### config.mk
export PLATFORM = sky130hd
export DESIGN_NAME = multiplier_1dsp_seq
export DESIGN_NICKNAME = d
export VERILOG_FILES = /design/src/rtl/multiplier_1dsp_seq.sv
export SDC_FILE = /design/constraint.sdc
export NUM_CORES = 2
export LEC_CHECK = 0
export BUFFER_PORTS_ARGS = -buffer_cell sky130_fd_sc_hd__buf_2
export CELL_PAD_IN_SITES_DETAIL_PLACEMENT = 1
export CELL_PAD_IN_SITES_GLOBAL_PLACEMENT = 1
export CORE_MARGIN = 2
export CORE_UTILIZATION = 44
export DETAILED_ROUTE_END_ITERATION = 8
export PLACE_DENSITY_LB_ADDON = 0.08
export RECOVER_POWER = 50
export SYNTH_ARGS = -nofsm -noshare
export SYNTH_HDL_FRONTEND = slang
export SYNTH_SLANG_ARGS = --single-unit
### constraint.sdc
create_clock -name i_clk -period 8.38 [get_ports i_clk]
set_input_delay 2.514 -clock i_clk [delete_from_list [all_inputs] [get_ports i_clk]]
set_output_delay 2.514 -clock i_clk [all_outputs]
set_load 0.01 [all_outputs]
### src/rtl/multiplier_1dsp_seq.sv
// Sequential signed multiplier / MAC built around one pipelined 18x18 signed DSP
// multiplier: operands are split into 17-bit limbs and partial products are summed.
module multiplier_1dsp_seq #(
  parameter int A_W     = 35,
  parameter int B_W     = 35,
  parameter int ACC_W   = A_W + B_W,
  parameter int DSP_LAT = 2
) (
  input  logic             i_clk,
  input  logic             i_rst_n,
  input  logic             i_valid,
  input  logic [A_W-1:0]   i_a,
  input  logic [B_W-1:0]   i_b,
  input  logic             i_acc,
  output logic             o_ready,
  output logic [ACC_W-1:0] o_p,
  output logic             o_valid
);

  localparam int NA    = (A_W <= 18) ? 1 : 1 + (A_W - 18 + 16) / 17;
  localparam int NB    = (B_W <= 18) ? 1 : 1 + (B_W - 18 + 16) / 17;
  localparam int AX_W  = 17 * NA + 1;
  localparam int BX_W  = 17 * NB + 1;
  localparam int AIX_W = $clog2(AX_W);
  localparam int BIX_W = $clog2(BX_W);
  localparam int EXT_W = (ACC_W > 36) ? ACC_W : 36;

  typedef enum logic [1:0] {IDLE, ISSUE, DRAIN, DONE} state_t;

  state_t state, state_nxt;

  logic [1:0]              rst_sync;
  logic                    rst_int_n;
  logic [A_W-1:0]          a_q;
  logic [B_W-1:0]          b_q;
  logic [ACC_W-1:0]        acc_q;
  logic [ACC_W-1:0]        p_q;
  logic [3:0]              ia;
  logic [3:0]              ib;
  logic                    accept;
  logic                    last_issue;
  logic signed [AX_W-1:0]  a_ext;
  logic signed [BX_W-1:0]  b_ext;
  logic [AIX_W-1:0]        a_base;
  logic [BIX_W-1:0]        b_base;
  logic signed [17:0]      a_limb;
  logic signed [17:0]      b_limb;
  logic signed [35:0]      dsp_prod;
  logic signed [35:0]      prod_q [DSP_LAT];
  logic                    vld_q  [DSP_LAT];
  logic                    last_q [DSP_LAT];
  logic [3:0]              sh_q   [DSP_LAT];
  logic                    out_valid;
  logic                    out_last;
  logic signed [EXT_W-1:0] pp_wide;
  logic signed [EXT_W-1:0] pp_shift;
  logic [ACC_W-1:0]        acc_sum;

  // Reset asserts asynchronously but is released on a clock edge.
  always_ff @(posedge i_clk or negedge i_rst_n) begin
    if (!i_rst_n) begin
      rst_sync <= 2'b00;
    end else begin
      rst_sync <= {rst_sync[0], 1'b1};
    end
  end

  assign rst_int_n  = rst_sync[1];
  assign o_ready    = (state == IDLE) || (state == DONE);
  assign o_valid    = (state == DONE);
  assign o_p        = p_q;
  assign accept     = i_valid && o_ready;
  assign last_issue = (state == ISSUE) && (ia == 4'(NA - 1)) && (ib == 4'(NB - 1));

  assign a_ext  = AX_W'($signed(a_q));
  assign b_ext  = BX_W'($signed(b_q));
  assign a_base = AIX_W'(17 * ia);
  assign b_base = BIX_W'(17 * ib);

  // Lower limbs are unsigned 17-bit chunks; only the top limb carries the sign.
  always_comb begin
    a_limb = {1'b0, a_ext[a_base +: 17]};
    b_limb = {1'b0, b_ext[b_base +: 17]};
    if (ia == 4'(NA - 1)) a_limb = a_ext[a_base +: 18];
    if (ib == 4'(NB - 1)) b_limb = b_ext[b_base +: 18];
  end

  assign dsp_prod = 36'(a_limb) * 36'(b_limb);

  always_ff @(posedge i_clk or negedge rst_int_n) begin
    if (!rst_int_n) begin
      for (int k = 0; k < DSP_LAT; k++) begin
        prod_q[k] <= '0;
        vld_q[k]  <= 1'b0;
        last_q[k] <= 1'b0;
        sh_q[k]   <= '0;
      end
    end else begin
      prod_q[0] <= dsp_prod;
      vld_q[0]  <= (state == ISSUE);
      last_q[0] <= last_issue;
      sh_q[0]   <= ia + ib;
      for (int k = 1; k < DSP_LAT; k++) begin
        prod_q[k] <= prod_q[k-1];
        vld_q[k]  <= vld_q[k-1];
        last_q[k] <= last_q[k-1];
        sh_q[k]   <= sh_q[k-1];
      end
    end
  end

  assign out_valid = vld_q[DSP_LAT-1];
  assign out_last  = last_q[DSP_LAT-1];
  assign pp_wide   = EXT_W'(prod_q[DSP_LAT-1]);
  assign pp_shift  = pp_wide <<< (17 * sh_q[DSP_LAT-1]);
  assign acc_sum   = acc_q + pp_shift[ACC_W-1:0];

  // Operand capture, limb counters and the running sum; o_p only moves on the final product.
  always_ff @(posedge i_clk or negedge rst_int_n) begin
    if (!rst_int_n) begin
      a_q   <= '0;
      b_q   <= '0;
      acc_q <= '0;
      p_q   <= '0;
      ia    <= '0;
      ib    <= '0;
    end else begin
      if (accept) begin
        a_q   <= i_a;
        b_q   <= i_b;
        acc_q <= i_acc ? p_q : '0;
        ia    <= '0;
        ib    <= '0;
      end else begin
        if (state == ISSUE) begin
          if (ia == 4'(NA - 1)) begin
            ia <= '0;
            ib <= ib + 4'd1;
          end else begin
            ia <= ia + 4'd1;
          end
        end
        if (out_valid) begin
          acc_q <= acc_sum;
          if (out_last) p_q <= acc_sum;
        end
      end
    end
  end

  always_ff @(posedge i_clk or negedge rst_int_n) begin
    if (!rst_int_n) begin
      state <= IDLE;
    end else begin
      state <= state_nxt;
    end
  end

  always_comb begin
    state_nxt = state;
    case (state)
      IDLE:    if (accept) state_nxt = ISSUE;
      ISSUE:   if (last_issue) state_nxt = DRAIN;
      DRAIN:   if (out_valid && out_last) state_nxt = DONE;
      DONE:    state_nxt = accept ? ISSUE : IDLE;
      default: state_nxt = IDLE;
    endcase
  end

endmodule

==> results.py <==
metrics = {
    "logic_synthesis": {
        "syn_inst": 3889,
        "ys.flop_type": "dfrtp_1",
        "synth_area_leaders": "dfrtp_1 (23%), fa_1 (20%), nand2_1 (8.3%)",
        "yosys_warnings": 0,
        "synthesis.area_um2": 33000,
        "synth_seq_area_share_pct": 23.2,
        "syn-num-nets": 4465,
        "ys_ff_latch": 306,
        "synth_top_area_cell": "dfrtp_1",
        "synth_compound_area_share_pct": 13.2,
        "avgSynthCellArea_um2": 8.50,
        "synthArstFlopShare_pct": 100,
        "muxShareOfSynthArea_pct": 8.55,
        "synthXorXnorAreaFrac_pct": 2.84,
        "synth-simple-area-share_pct": 17.9,
        "synth_top_area_share_pct": 23.2,
        "synth_fa_ha_area_share_pct": 26.5,
        "synth.distinct_cells": 88,
        "synth_edf_count": 0,
        "synth_top_family_by_area": "adder cells",
    },
    "floorplan": {
        "dieArea_um2": 77300,
        "die_x_um": 278,
        "die_h_um": 278,
        "io_pins": 146,
        "initial_utilization_pct": 44.4,
        "placementRows": 100,
        "core_region_area_um2": 74400,
    },
    "layout": {
        "area_growth_pct": 9.91,
        "seq_area_um2": 7670,
        "fin_util_pct": 48.8,
        "diodes": 0,
        "final_nets": 4526,
        "multi_input_area_um2": 23000,
        "drive_gt1_share_pct": 11.4,
        "n_fill_cell": 8819,
    },
    "timing": {
        "fmax_mhz": 125,
        "worst_pin_slew_ns": 3.98,
        "period_minus_slack_ns": 8.03,
        "setup_viol": 0,
        "drv_slew": 313,
        "fin_crit_sh_pct": 95.8,
        "clock_skew_ns": 0.0234,
        "relSlewSlack_pct": -165,
        "hold_violations": 0,
    },
    "clock_tree": {
        "clk_pin_slew_ns": 0.06,
        "cts_tree": "built",
        "cts_sinks": 306,
        "cts_max_level": 2,
        "clk-insertion-delay-late_ns": 0.58,
        "clockBufferDepth": 3,
        "root_buffer": "clkbuf_16",
        "numCtsBuffers": 37,
    },
    "run_status": {
        "failed_checks": "capacitance limit, slew limit",
        "status": "finished with violations",
    },
    "worst_setup_path": {
        "crit_required_ns": 8.86,
        "critPathCaptureType": "flop",
        "arrival_ns": 8.51,
        "cp-startpoint": "ia[0]",
        "start_kind": "flop",
        "r2r-start": "ia[0]",
        "max_stage_delay_ns": 0.55,
        "cp_common_cell": "fa_1",
        "r2r_setup_slack_ns": 0.35,
        "crit_path_top_delay_cell": "mux4_2",
        "critPathKind": "flop to flop",
        "critPathMaxFanout": 22,
    },
    "placed_design": {
        "gp_congestion": 0.917,
        "dpl.hpwl_mm": 85.6,
        "portBuffers": 145,
    },
    "grt": {
        "grt_pass1_wl_mm": 172,
        "met1_usage_pct": 37.5,
        "grt_pass1_vias": 29736,
        "met2_usage_pct": 49.3,
        "antenna_found_initial": 1,
        "grt_max_degree": 194,
        "grt_util_all_layers_pct": 28.3,
        "grt_overflow_total": 0,
        "busiest_layer": "met2",
        "grtUsageMet3_pct": 1.97,
    },
    "route": {
        "via_per_inst": 5.59,
        "wl_per_cell_um": 21.8,
        "detail-route-antenna-nets": 0,
        "dr.first_iter.drc_count": 1742,
        "routed_wl_mm": 108,
        "drc_errors": 0,
        "drtPass1Iterations": 5,
        "vias": 27629,
    },
    "flow_run": {
        "cap_violations": 5,
    },
    "worst_hold_path": {
        "hold_class": "flop to flop",
        "min_from": "prod_q[47]",
    },
}
[area by class of cell]
class	count	share of cell area, %
flip-flops and latches	306	21.1
clock inverters	17	0.665
clock buffers	48	2.80
repair buffers	244	4.27
well taps	969	3.34
multi-input cells	2918	63.2
inverters	443	4.58
[repair_timing]
action / CTS / global route
setup buffers: 0 / 3
setup endpoints to repair: 4 / 13
resized for setup: 1 / 36
cloned: 0 / 1
hold buffers: 0 / 0
[stage by stage]
step	setup WS [ns]	cells	TNS (ns)	hold WS, ns	cell area [um^2]
finish	0.351	4945	0	0.339	36300
global route	-0.0396	4945	-0.0396	0.344	36300
CTS	0.0153	4941	0	0.337	36200
detailed placement	-0.0175	4876	-0.0278	0.322	34900
global placement	0.0801	4876	0	0.318	34900
floorplan	0.639	3889	0	0.331	33000
[flip-flops by register name, summed over array words and instances, names as in the netlist]
name / count
out_last: 1
a_ext: 35
ia: 4
prod_q: 36
out_valid: 1
state: 2
last_q: 1
ib: 4
rst_sync: 2
vld_q: 1
acc_q: 70
sh_q: 8
o_p: 70
b_ext: 35
pp_wide: 36
[worst paths after layout]
kind                                to  depth (start not counted)
setup / recovery            prod_q[68]                         28
hold / removal             pp_wide[11]                          0
setup reg to reg            prod_q[68]                         28
hold reg to reg            pp_wide[11]                          0
max in group asynchronous        ia[1]                          1
min in group asynchronous      o_p[69]                          0
[critical path: cells and delay by family, from the launching register on]
kind                     cells  cell delay, ns
multiplexers                 3            1.06
buffers and inverters        7            0.75
flip-flops                   1            0.50
adder cells (fa/ha/maj)      7            3.46
AND/OR/NAND/NOR              7            1.10
AO/OA/AOI/OAI                4            1.07
[cells in the mapped netlist (all sizes together) (15+ instances only)]
library cell	count
a31oi	39
a211oi	54
nor2b	32
xor2	41
and3	41
a21oi	204
a21o	66
nand3	83
clkbuf	158
nand4	21
mux2	20
o21a	19
fa	331
nand2	735
dfrtp	306
ha	171
mux2i	136
inv	439
nor3	29
o21ai	181
nor2	374
and2	22
o21bai	15
buf	64
nand2b	17
mux4	55
xnor2	66
or2	22
[cells in the final DEF (no fill, tap or decap), drive strengths merged, types with 17 or more instances in the layout]
master and n:
and2 22, mux2 20, nand4 21, nor3 29
or2 22, o21a 19, a211oi 54, dfrtp 306
mux2i 136, a21o 66, buf 237, ha 171
o21ai 181, inv 441, a21oi 204, a31oi 39
nand2b 17, nor2b 32, xor2 41, xnor2 66
nand2 735, nand3 83, fa 331, clkbuf 55
mux4 55, and3 41, nor2 374
[kinds of logic after synthesis]
group                    count (synthesis)
AND/OR/NAND/NOR                       1405
AO/OA/AOI/OAI                          692
adder cells (fa/ha/maj)                502
multiplexers                           211
buffers and inverters                  665
flip-flops                             306
other                                    1
XOR/XNOR                               107
[metal layers]
layer	part of all wire (%)	vias up
li1	-	12908
met1	44	14062
met2	49	511
met3	2.7	148
met4	3.5	0
met5	0	-
Power is left out: the tool's default activity adds up to more than one toggle a clock period on the data nets, which glitch-free logic cannot reach.
